$ cat src/rtl/mem_arbiter_pkg.sv
// Shared types for the icache/dcache memory-port arbiter: FSM state encoding and owner IDs.
package mem_arbiter_pkg;

    typedef enum logic [1:0] {
        ARB_IDLE  = 2'd0,
        ARB_ADDR  = 2'd1,
        ARB_WDATA = 2'd2,
        ARB_RRESP = 2'd3
    } arb_state_e;

    localparam logic ARB_OWN_IC = 1'b0;
    localparam logic ARB_OWN_DC = 1'b1;

endpackage

$ cat src/rtl/mem_arbiter_beat_counter.sv
// Beat counter shared by the write-data and read-response phases; last_o flags the final beat.
module mem_arbiter_beat_counter #(
    parameter int BURST_LEN = 4
) (
    input  logic clk,
    input  logic reset,
    input  logic en_i,
    input  logic clr_i,
    output logic last_o
);

    // A one-beat burst still needs a 1-bit counter that simply stays at zero.
    localparam int CNT_W = (BURST_LEN > 1) ? $clog2(BURST_LEN) : 1;
    localparam logic [CNT_W-1:0] LAST_CNT = CNT_W'(BURST_LEN - 1);

    logic [CNT_W-1:0] cnt_q, cnt_d;

    assign last_o = (cnt_q == LAST_CNT);

    always_comb begin
        cnt_d = cnt_q;
        if (clr_i || (en_i && last_o)) begin
            cnt_d = '0;
        end else if (en_i) begin
            cnt_d = cnt_q + 1'b1;
        end
    end

    always_ff @(posedge clk or posedge reset) begin
        if (reset) begin
            cnt_q <= '0;
        end else begin
            cnt_q <= cnt_d;
        end
    end

endmodule

$ cat src/rtl/mem_arbiter.sv
// Arbitrates the single main-memory port between icache refills and dcache refills/writebacks.
// Define ARB_RR_EN for round-robin tie-breaking; otherwise the dcache wins every tie.
module mem_arbiter
    import mem_arbiter_pkg::*;
#(
    parameter int ADDR_W    = 28,
    parameter int DATA_W    = 128,
    parameter int BURST_LEN = 4,
    parameter int TAG_W     = 4
) (
    input  logic                clk,
    input  logic                reset,
    input  logic                ic_req_valid,
    output logic                ic_req_ready,
    input  logic [ADDR_W-1:0]   ic_req_addr,
    output logic                ic_resp_valid,
    output logic [DATA_W-1:0]   ic_resp_data,
    input  logic                dc_req_valid,
    output logic                dc_req_ready,
    input  logic                dc_req_rw,
    input  logic [ADDR_W-1:0]   dc_req_addr,
    input  logic                dc_wdata_valid,
    output logic                dc_wdata_ready,
    input  logic [DATA_W-1:0]   dc_wdata,
    input  logic [DATA_W/8-1:0] dc_wmask,
    output logic                dc_resp_valid,
    output logic [DATA_W-1:0]   dc_resp_data,
    output logic                mem_req_valid,
    input  logic                mem_req_ready,
    output logic                mem_req_rw,
    output logic [ADDR_W-1:0]   mem_req_addr,
    output logic [TAG_W-1:0]    mem_req_tag,
    output logic                mem_wdata_valid,
    input  logic                mem_wdata_ready,
    output logic [DATA_W-1:0]   mem_wdata,
    output logic [DATA_W/8-1:0] mem_wmask,
    input  logic                mem_resp_valid,
    input  logic [DATA_W-1:0]   mem_resp_data,
    input  logic [TAG_W-1:0]    mem_resp_tag,
    output logic                busy
);

    arb_state_e         state_q;
    logic               owner_q;
    logic               rw_q;
    logic [ADDR_W-1:0]  addr_q;
    logic [TAG_W-2:0]   tag_cnt_q;
    logic [TAG_W-1:0]   tag_q;
`ifdef ARB_RR_EN
    logic               last_grant_q;
`endif

    logic ic_win, dc_win, accept;
    logic in_addr, in_wdata, in_rresp;
    logic wbeat, rbeat, beat_last;

    assign in_addr  = (state_q == ARB_ADDR);
    assign in_wdata = (state_q == ARB_WDATA);
    assign in_rresp = (state_q == ARB_RRESP);

    always_comb begin
        ic_win = 1'b0;
        dc_win = 1'b0;
        if (state_q == ARB_IDLE && !reset) begin
            if (ic_req_valid && dc_req_valid) begin
`ifdef ARB_RR_EN
                dc_win = (last_grant_q == ARB_OWN_IC);
                ic_win = !dc_win;
`else
                dc_win = 1'b1;
`endif
            end else begin
                ic_win = ic_req_valid;
                dc_win = dc_req_valid;
            end
        end
    end

    assign accept       = ic_win || dc_win;
    assign ic_req_ready = ic_win;
    assign dc_req_ready = dc_win;

    assign mem_req_valid = in_addr;
    assign mem_req_rw    = in_addr && rw_q;
    assign mem_req_addr  = in_addr ? addr_q : '0;
    assign mem_req_tag   = in_addr ? {owner_q, tag_cnt_q} : '0;

    assign mem_wdata_valid = in_wdata && dc_wdata_valid;
    assign dc_wdata_ready  = in_wdata && mem_wdata_ready;
    assign mem_wdata       = in_wdata ? dc_wdata : '0;
    assign mem_wmask       = in_wdata ? dc_wmask : '0;
    assign wbeat           = mem_wdata_valid && mem_wdata_ready;

    // Only beats carrying this transaction's tag are forwarded; stale or foreign beats are dropped.
    assign rbeat         = in_rresp && mem_resp_valid && (mem_resp_tag == tag_q);
    assign ic_resp_valid = rbeat && (owner_q == ARB_OWN_IC);
    assign dc_resp_valid = rbeat && (owner_q == ARB_OWN_DC);
    assign ic_resp_data  = ic_resp_valid ? mem_resp_data : '0;
    assign dc_resp_data  = dc_resp_valid ? mem_resp_data : '0;

    assign busy = (state_q != ARB_IDLE);

    mem_arbiter_beat_counter #(
        .BURST_LEN (BURST_LEN)
    ) u_beat_counter (
        .clk    (clk),
        .reset  (reset),
        .en_i   (wbeat || rbeat),
        .clr_i  (state_q == ARB_IDLE),
        .last_o (beat_last)
    );

    always_ff @(posedge clk or posedge reset) begin
        if (reset) begin
            state_q      <= ARB_IDLE;
            owner_q      <= ARB_OWN_IC;
            rw_q         <= 1'b0;
            tag_cnt_q    <= '0;
            tag_q        <= '0;
`ifdef ARB_RR_EN
            last_grant_q <= ARB_OWN_IC;
`endif
        end else begin
            case (state_q)
                ARB_IDLE: begin
                    if (accept) begin
                        owner_q      <= dc_win;
                        rw_q         <= dc_win && dc_req_rw;
                        state_q      <= ARB_ADDR;
`ifdef ARB_RR_EN
                        last_grant_q <= dc_win;
`endif
                    end
                end
                ARB_ADDR: begin
                    if (mem_req_ready) begin
                        tag_q     <= {owner_q, tag_cnt_q};
                        tag_cnt_q <= tag_cnt_q + 1'b1;
                        state_q   <= rw_q ? ARB_WDATA : ARB_RRESP;
                    end
                end
                ARB_WDATA: begin
                    if (wbeat && beat_last) state_q <= ARB_IDLE;
                end
                ARB_RRESP: begin
                    if (rbeat && beat_last) state_q <= ARB_IDLE;
                end
                default: state_q <= ARB_IDLE;
            endcase
        end
    end

    // Line address is pure datapath; it is only visible on the port while in ADDR.
    always_ff @(posedge clk) begin
        if (accept) begin
            addr_q <= dc_win ? dc_req_addr : ic_req_addr;
        end
    end

endmodule

$ cat config.mk
export PLATFORM = sky130hd
export DESIGN_NAME = mem_arbiter
export DESIGN_NICKNAME = d
export VERILOG_FILES = /design/src/rtl/mem_arbiter_pkg.sv /design/src/rtl/mem_arbiter_beat_counter.sv /design/src/rtl/mem_arbiter.sv
export SDC_FILE = /design/constraint.sdc
export NUM_CORES = 1
export LEC_CHECK = 0
export BUFFER_PORTS_ARGS = -buffer_cell sky130_fd_sc_hd__buf_2
export CORE_AREA = 8 8 295 297
export DETAILED_ROUTE_END_ITERATION = 10
export DIE_AREA = 0 0 303 305
export PLACE_DENSITY = 0.3
export SLEW_MARGIN = 0
export SYNTH_ARGS = -nofsm -noshare
export SYNTH_HDL_FRONTEND = slang
export SYNTH_SLANG_ARGS = --single-unit
$ cat constraint.sdc
create_clock -name clk -period 7.45 [get_ports clk]
set_input_delay 2.235 -clock clk [delete_from_list [all_inputs] [get_ports clk]]
set_output_delay 2.235 -clock clk [all_outputs]
set_load 0.03 [all_outputs]
==> out/summary.txt, run 1 <==
==============================================================================
Data required, critical path                                           5.22 ns
Cell count after synthesis                                                 609
Number of cell rows                                                        106
CTS max path bufs                                                            2
RSZ-0062 raised after global routing                                     false
Filler instances                                                         9,726
Drt first-iter violations                                                  391
Core region area                                                  82,600 sq um
Number of top-level pins                                                   782
Root buffer cell                                                     clkbuf_16
Leakage power                                                          5.76 nW
CP startpoint kind                                                  input port
Total Die Area                                                    92,400 sq um
Worst vdd ir                                                       0.0000885 V
Count of synthesis-stage warnings from yosys                                 0
Clk Latency, worst-skew pair                                           0.29 ns
Routed length on met3                                                  6070 um
Max_slew headroom                                                        42.9%
Number of global-route vias before repair                                7,917
GP Congestion                                                            0.840
Final worst setup slack                                                1.09 ns
Post-Syn Area                                                       4970 sq um
Antenna Nets Post-Route                                                      0
Clock buffer count from CTS                                                  5
Wire length of the first global-routing pass                         65,900 um
Fraction of layout instances using a drive strength above 1              61.7%
Clock tree from TritonCTS                                                 done
Clock-pin transition on the worst setup and hold timing paths          0.07 ns
Minimum setup slack after placement                                    1.05 ns
Initial core utilization                                                 6.02%
Setup Crit Path Kind                                              input port to output pin
Reg-to-reg slack, setup                                                5.04 ns
Number of vias in the routed layout                                      7,226
Setup Viol. Count Final                                                      0
Post-route insts no fill                                                 2,445
Number of sinks handled by clock tree synthesis                             41
Routed wl met2                                                       22,800 um
H-tree depth                                                                 2
PwrDens                                                            203 nW/um^2
Count of buffers from port buffering                                       781
Post-Place Cells                                                         2,426
Vertical die dimension                                                  305 um
Post-CTS Setup Repair Bufs                                                   0
Post-CTS sizing                                                              0
Area growth syn-to-layout                                                 104%
Detailed placement HPWL                                              46,700 um
Final period utilization                                                 85.3%
Grt total ovfl                                                               0
Peak clock frequency supported by timing                             0.157 GHz
Drt total wl                                                         50,400 um
TritonRoute pass-1 iters                                                     4
Uppermost routed layer                                                    met5
Total global-route track usage                                           10.1%
Top flip-flop cell by instance count after synthesis                  edfxtp_1
Number of hold violations in the final report                                0
Antenna violations before repair                                            41
Per-instance average area after synthesis                           8.17 sq um
Fin nets                                                                 1,696
Detailed-route wire length per cell                                    20.6 um
Maximum net fanout on the critical path                                    124
Final sum of negative setup slack                                         0 ns
Crit path time final                                                   6.36 ns
Net count of the mapped netlist                                            952
DR vias/cell                                                              2.96
Final number of max-transition violations                                    0
Number of synthesized register bits                                         41
Number of enable-type register cells in the synthesized netlist             28
Arrival time of the worst setup path                                   4.12 ns
# Max-Cap Violations                                                         0
Async SR Flop Fraction                                                   31.7%
Part of the Yosys area used for sequential elements                      23.4%
Die boundary width                                                      303 um
Drt drc                                                                      0
Outcome                                                              completed
Class of the tightest hold or removal check                       register to register
Final setup skew                                                    0.00752 ns
Number of library cell types mapped by synthesis                            35
Pin count of the biggest net entering global routing                       125
Routed length on met1                                                20,700 um
Endpoint kind of the worst setup timing path                        output pin
Number of hold-repair buffers added at the cts stage                         0
Measured slew at the worst slew-check pin                             0.857 ns
==============================================================================
-- worst paths after layout --
kind,startpoint,depth (start not counted),endpoint
min reg2reg,tag_cnt_q[2]$_DFFE_PP0P_,1,tag_cnt_q[2]$_DFFE_PP0P_
min in group asynchronous,reset,2,rw_q$_DFFE_PP0P_
max,mem_resp_tag[0],7,dc_resp_data[9]
max reg2reg,state_q[0]$_DFFE_PP0P_,5,addr_q[13]$_DFFE_PP_
max in group asynchronous,reset,2,tag_q[0]$_DFFE_PP0P_
min,tag_cnt_q[2]$_DFFE_PP0P_,1,tag_cnt_q[2]$_DFFE_PP0P_
-- Yosys cell counts, types with 3 or more instances --
master    instances  area [sq um]
o211ai_1          4          30.0
inv_1             5          18.8
xnor2_1           6          52.6
and2_1          435          2720
nand2_1           4          15.0
dfrtp_1          13           325
buf_4             4          30.0
edfxtp_1         28           841
mux2_2           32           360
nand3_1           3          15.0
buf_6            23           259
clkbuf_1         21          78.8
-- cells by family after synthesis --
logic type / share of synthesized area, %
XOR/XNOR: 1.06
adder cells (fa/ha/maj): 0.503
AO/OA/AOI/OAI: 1.84
buffers and inverters: 8.17
AND/OR/NAND/NOR: 57.5
multiplexers: 7.47
flip-flops: 23.4
-- critical path, cell delays in order --
cell	delay (ns)
buf_2	0.10
xnor2_1	0.15
nand3_1	0.29
nor4_4	0.33
buf_12	0.33
and2_1	0.26
buf_2	0.24
-- state kept, by name, indices dropped and copies added, names as in the netlist --
signal                count
owner_q                   1
tag_cnt_q                 3
tag_q                     4
addr_q                   28
rw_q                      1
u_beat_counter.cnt_q      2
state_q                   2
-- stage by stage --
| stage | util (%) | hold WS (ns) | area, sq um | power (mW) |
|---|---|---|---|---|
| finish | 12.3 | 0.498 | 10100 | 2.05 |
| floorplan | - | 0.455 | 4970 | 1.31 |
| global placement | 12.1 | 0.495 | 9960 | 1.86 |
| global route | 12.2 | 0.524 | 10100 | 2.18 |
| CTS | 12.2 | 0.502 | 10100 | 2.10 |
| detailed placement | 12.1 | 0.488 | 9960 | 1.86 |
-- cells in the final DEF (no fill, tap or decap), drive strengths merged --
| master | n |
|---|---|
| buf | 789 |
| and2 | 435 |
| mux2 | 33 |
| edfxtp | 28 |
| dfrtp | 13 |
| diode | 11 |
| inv | 7 |
| xnor2 | 6 |
| clkbuf | 5 |
| nand2 | 4 |
| o211ai | 4 |
| nand3 | 4 |
| nor4 | 3 |
| o21ai | 2 |
| a31oi | 2 |
| nor4b | 2 |
| ha | 2 |
| nor2 | 2 |
| or2 | 2 |
| nand3b | 1 |
| o311ai | 1 |
| or3 | 1 |
| nor2b | 1 |
| nand2b | 1 |
| nor3 | 1 |
| a22o | 1 |
| a21o | 1 |
| a21oi | 1 |
| o221ai | 1 |
| clkinv | 1 |
-- metal layers --
metal / vias to the layer above / track usage, %
li1: 3381 / -
met1: 3269 / 12.1
met2: 502 / 16.9
met3: 62 / 4.50
met4: 12 / 1.14
met5: - / 0
-- where the power goes --
| group | switching, mW | internal, mW |
|---|---|---|
| Clock | 0.0996 | 0.126 |
| Sequential | 0.0367 | 0.275 |
| Combinational | 1.06 | 0.456 |
-- cell type report --
| cell class | count | area [sq um] | share of cell area (%) |
|---|---|---|---|
| Timing Repair Buffer | 789 | 3990 | 39.4 |
| Multi-Input combinational cell | 511 | 3430 | 33.8 |
| Tap cell | 1080 | 1350 | 13.3 |
| Sequential cell | 41 | 1170 | 11.5 |
| Clock buffer | 5 | 125 | 1.23 |
| Antenna cell | 11 | 27.5 | 0.272 |
| Clock inverter | 3 | 23.8 | 0.235 |
| Inverter | 5 | 18.8 | 0.185 |
Power figures use the tool's default switching activity.
==> inputs of run 2 (changes only) <==
--- a/config.mk
+++ b/config.mk
@@ -10,7 +10,6 @@
 export DETAILED_ROUTE_END_ITERATION = 10
 export DIE_AREA = 0 0 303 305
 export PLACE_DENSITY = 0.3
-export SLEW_MARGIN = 0
 export SYNTH_ARGS = -nofsm -noshare
 export SYNTH_HDL_FRONTEND = slang
 export SYNTH_SLANG_ARGS = --single-unit
==> constraint.sdc (replaced) <==
create_clock -name clk -period 8 [get_ports clk]
set_input_delay 2 -clock clk [delete_from_list [all_inputs] [get_ports clk]]
set_output_delay 2 -clock clk [all_outputs]
set_load 0.03 [all_outputs]
==> run 2 against run 1 <==
Register-to-register slack improved by 0.54 ns. Setup slack improved by 0.77 ns. Flip-flop and latch count unchanged. Combinational power decreased by 7%. Clock power decreased by 7%. Critical endpoint is now ic_resp_data[84]. Cell count about the same.
==> out/summary.txt, run 2 (synthesis results as in run 1) <==
=====================================================================================
Pin count of the biggest net entering global routing                              125   unchanged
Clock buffer count from CTS                                                         5   unchanged
Peak clock frequency supported by timing                                    0.163 GHz
Crit path time final                                                          6.14 ns
Number of top-level pins                                                          782   unchanged
Area growth syn-to-layout                                                        104%   about the same
Max stage delay cell, worst path                                                buf_4   was nor4_4
GP Congestion                                                                   0.833   was 0.840
Clock tree from TritonCTS                                                        done   unchanged
Antenna Nets Post-Route                                                             0   unchanged
Part of the total power dissipated in sequential elements                       15.3%   was 15.2%
Buffer and inverter count on the worst path                                         3   unchanged
Total global-route track usage                                                  10.0%   was 10.1%
Number of hold-repair buffers added at the cts stage                                0   unchanged
H-tree depth                                                                        2   unchanged
Antenna violations before repair                                                   44   was 41
Most frequent standard cell in the layout excluding fill and tap cells          buf_2   unchanged
Final sum of negative setup slack                                                0 ns   unchanged
Die boundary width                                                             303 um   unchanged
Arrival time of the worst setup path                                          4.14 ns   was 4.12 ns
Number of hold violations in the final report                                       0   unchanged
Net switching power                                                           1.11 mW   was 1.20 mW
Leakage power                                                                 5.75 nW   was 5.76 nW
Core region area                                                         82,600 sq um   unchanged
Cell internal pwr                                                            0.797 mW   was 0.857 mW
Worst vdd ir                                                               0.000110 V   was 0.0000885 V
Share of total power in the clock network                                       11.0%   about the same
Count of buffers from port buffering                                              781   unchanged
Fin nets                                                                        1,696   unchanged
Met2 track utilization from global routing                                      16.9%   about the same
Setup Crit Path Kind                                                     input port to output pin   unchanged
Total Die Area                                                           92,400 sq um   unchanged
Endpoint kind of the worst setup timing path                               output pin   unchanged
Final setup skew                                                           0.00767 ns   was 0.00752 ns
RSZ-0062 raised after global routing                                            false   unchanged
Number of global-route vias before repair                                       7,911   was 7,917
Met3 track demand over resource                                                 3.49%   was 4.50%
Crit-path max cell delay                                                      0.72 ns   was 0.33 ns
Clk Latency, worst-skew pair                                                  0.29 ns   about the same
Post-CTS sizing                                                                     0   unchanged
Detailed placement HPWL                                                     46,900 um   was 46,700 um
CTS max path bufs                                                                   2   unchanged
Kind of cell adding the most delay to the critical path                  buffers and inverters   was simple AND/OR/NAND/NOR gates
Grt total ovfl                                                                      0   unchanged
Data required, critical path                                                  6.00 ns   was 5.22 ns
M1 GR Usage                                                                     12.6%   was 12.1%
Initial core utilization                                                        6.02%   unchanged
Crit Reg-Reg Startpoint                                                  state_q[1]$_DFFE_PP0P_   was state_q[0]$_DFFE_PP0P_
Flip-flop count of the largest register after layout                               28   unchanged
Class of the tightest hold or removal check                              register to register   unchanged
Clock-pin transition on the worst setup and hold timing paths                 0.07 ns   about the same
Reg with most FFs                                                              addr_q   unchanged
Chain of cells forming the critical path                                 buf_2 > xnor2_1 > nand3_1 > nor4_4 > buf_4 > and2_1 > buf_2   was buf_2 > xnor2_1 > nand3_1 > nor4_4 > buf_12 > and2_1 > buf_2
Fraction of layout instances using a drive strength above 1                     61.7%   unchanged
Drt first-iter violations                                                         393   was 391
Detailed-route wire length per cell                                           20.6 um   about the same
Logic gate share of total power                                                 73.7%   was 73.8%
Top Usage Layer GRT                                                              met2   unchanged
Measured slew at the worst slew-check pin                                     1.09 ns   was 0.857 ns
Critical Path Most Common Cell                                                  buf_2   unchanged
Launch instance of the worst min-delay path                              tag_cnt_q[2]$_DFFE_PP0P_   unchanged
DR vias/cell                                                                     2.99   was 2.96
Top Registers                                                            addr_q: 28 flops, tag_q: 4 flops, tag_cnt_q: 3 flops   unchanged
Number of vias in the routed layout                                             7,306   was 7,226
Final number of max-transition violations                                           0   unchanged
Final period utilization                                                        76.7%
Most frequent cells in the layout                                        781 x buf_2, 435 x and2_1, 32 x mux2_2   unchanged
Wire length of the first global-routing pass                                65,600 um   was 65,900 um
Maximum net fanout on the critical path                                           122   was 124
Outcome                                                                     completed   unchanged
Post-place instance area                                                   9950 sq um   was 9960 sq um
Share of total power consumed by net switching                                  58.3%   about the same
Root buffer cell                                                            clkbuf_16   unchanged
Number of cell rows                                                               106   unchanged
TritonRoute pass-1 iters                                                            5   was 4
Setup Viol. Count Final                                                             0   unchanged
Vertical die dimension                                                         305 um   unchanged
Launching instance or port of the critical path                          mem_resp_tag[3]   was mem_resp_tag[0]
# Max-Cap Violations                                                                0   unchanged
Max_slew headroom                                                               27.0%   was 42.9%
CP startpoint kind                                                         input port   unchanged
Drt total wl                                                                50,500 um   was 50,400 um
Post-CTS Setup Repair Bufs                                                          0   unchanged
Drt drc                                                                             0   unchanged
Final design instance area without fill                                  10,100 sq um   about the same
PwrDens                                                                   189 nW/um^2   was 203 nW/um^2
Number of sinks handled by clock tree synthesis                                    41   unchanged
=====================================================================================
[run 2: cell types whose count changed in the layout (fill, tap and decap cells not counted), sizes merged]
cell	before	now
diode	11	12
[run 2: worst reg2reg max path: stages, from the launching register on]
cell	delay, ns
dfrtp_1	0.52
nor2b_4	0.69
buf_4	0.77
a31oi_1	0.21
o211ai_1	0.14
[run 2: metal layers]
layer  part of all wire [%]  vias to the layer above
met5                  0.091                        -
met4                    1.1                        8
met3                     11                       57
met2                     46                      527
met1                     43                     3327
li1                       -                     3387
[run 2: stage by stage]
| stage | power (mW) | utilization (%) | std cells | hold slack [ns] | setup WS (ns) |
|---|---|---|---|---|---|
| detailed placement | 1.73 | 12.0 | 2426 | 0.500 | 1.89 |
| finish | 1.91 | 12.3 | 2446 | 0.508 | 1.86 |
| global placement | 1.73 | 12.0 | 2426 | 0.504 | 1.91 |
| global route | 2.02 | 12.2 | 2434 | 0.538 | 1.60 |
| floorplan | 1.22 | - | 609 | 0.455 | 2.58 |
| CTS | 1.95 | 12.2 | 2434 | 0.514 | 1.89 |
[run 2: cell type report]
cell class	count	area, sq um
Fill cell	9729	72500
Timing Repair Buffer	789	3980
Multi-Input combinational cell	511	3430
Tap cell	1080	1350
Sequential cell	41	1170
Clock buffer	5	125
Antenna cell	12	30.0
Clock inverter	3	23.8
Inverter	5	18.8
[run 2: worst paths after layout]
kind	endpoint	slack, ns	cells past startpoint
min in group asynchronous	rw_q$_DFFE_PP0P_	1.78	2
min reg2reg	tag_cnt_q[2]$_DFFE_PP0P_	0.51	1
max reg2reg	u_beat_counter.cnt_q[1]$_DFFE_PP0P_	5.58	4
min	tag_cnt_q[2]$_DFFE_PP0P_	0.51	1
max in group asynchronous	u_beat_counter.cnt_q[1]$_DFFE_PP0P_	5.87	2
max	ic_resp_data[84]	1.86	7
[run 2: power by group through the flow]
stage / Combinational (mW) / Sequential (mW) / Clock (mW)
6_report: 1.41 / 0.292 / 0.211
5_1_grt: 1.50 / 0.296 / 0.228
4_1_cts: 1.44 / 0.292 / 0.222
3_5_place_dp: 1.43 / 0.297 / 0
3_3_place_gp: 1.43 / 0.297 / 0
2_1_floorplan: 0.939 / 0.277 / 0
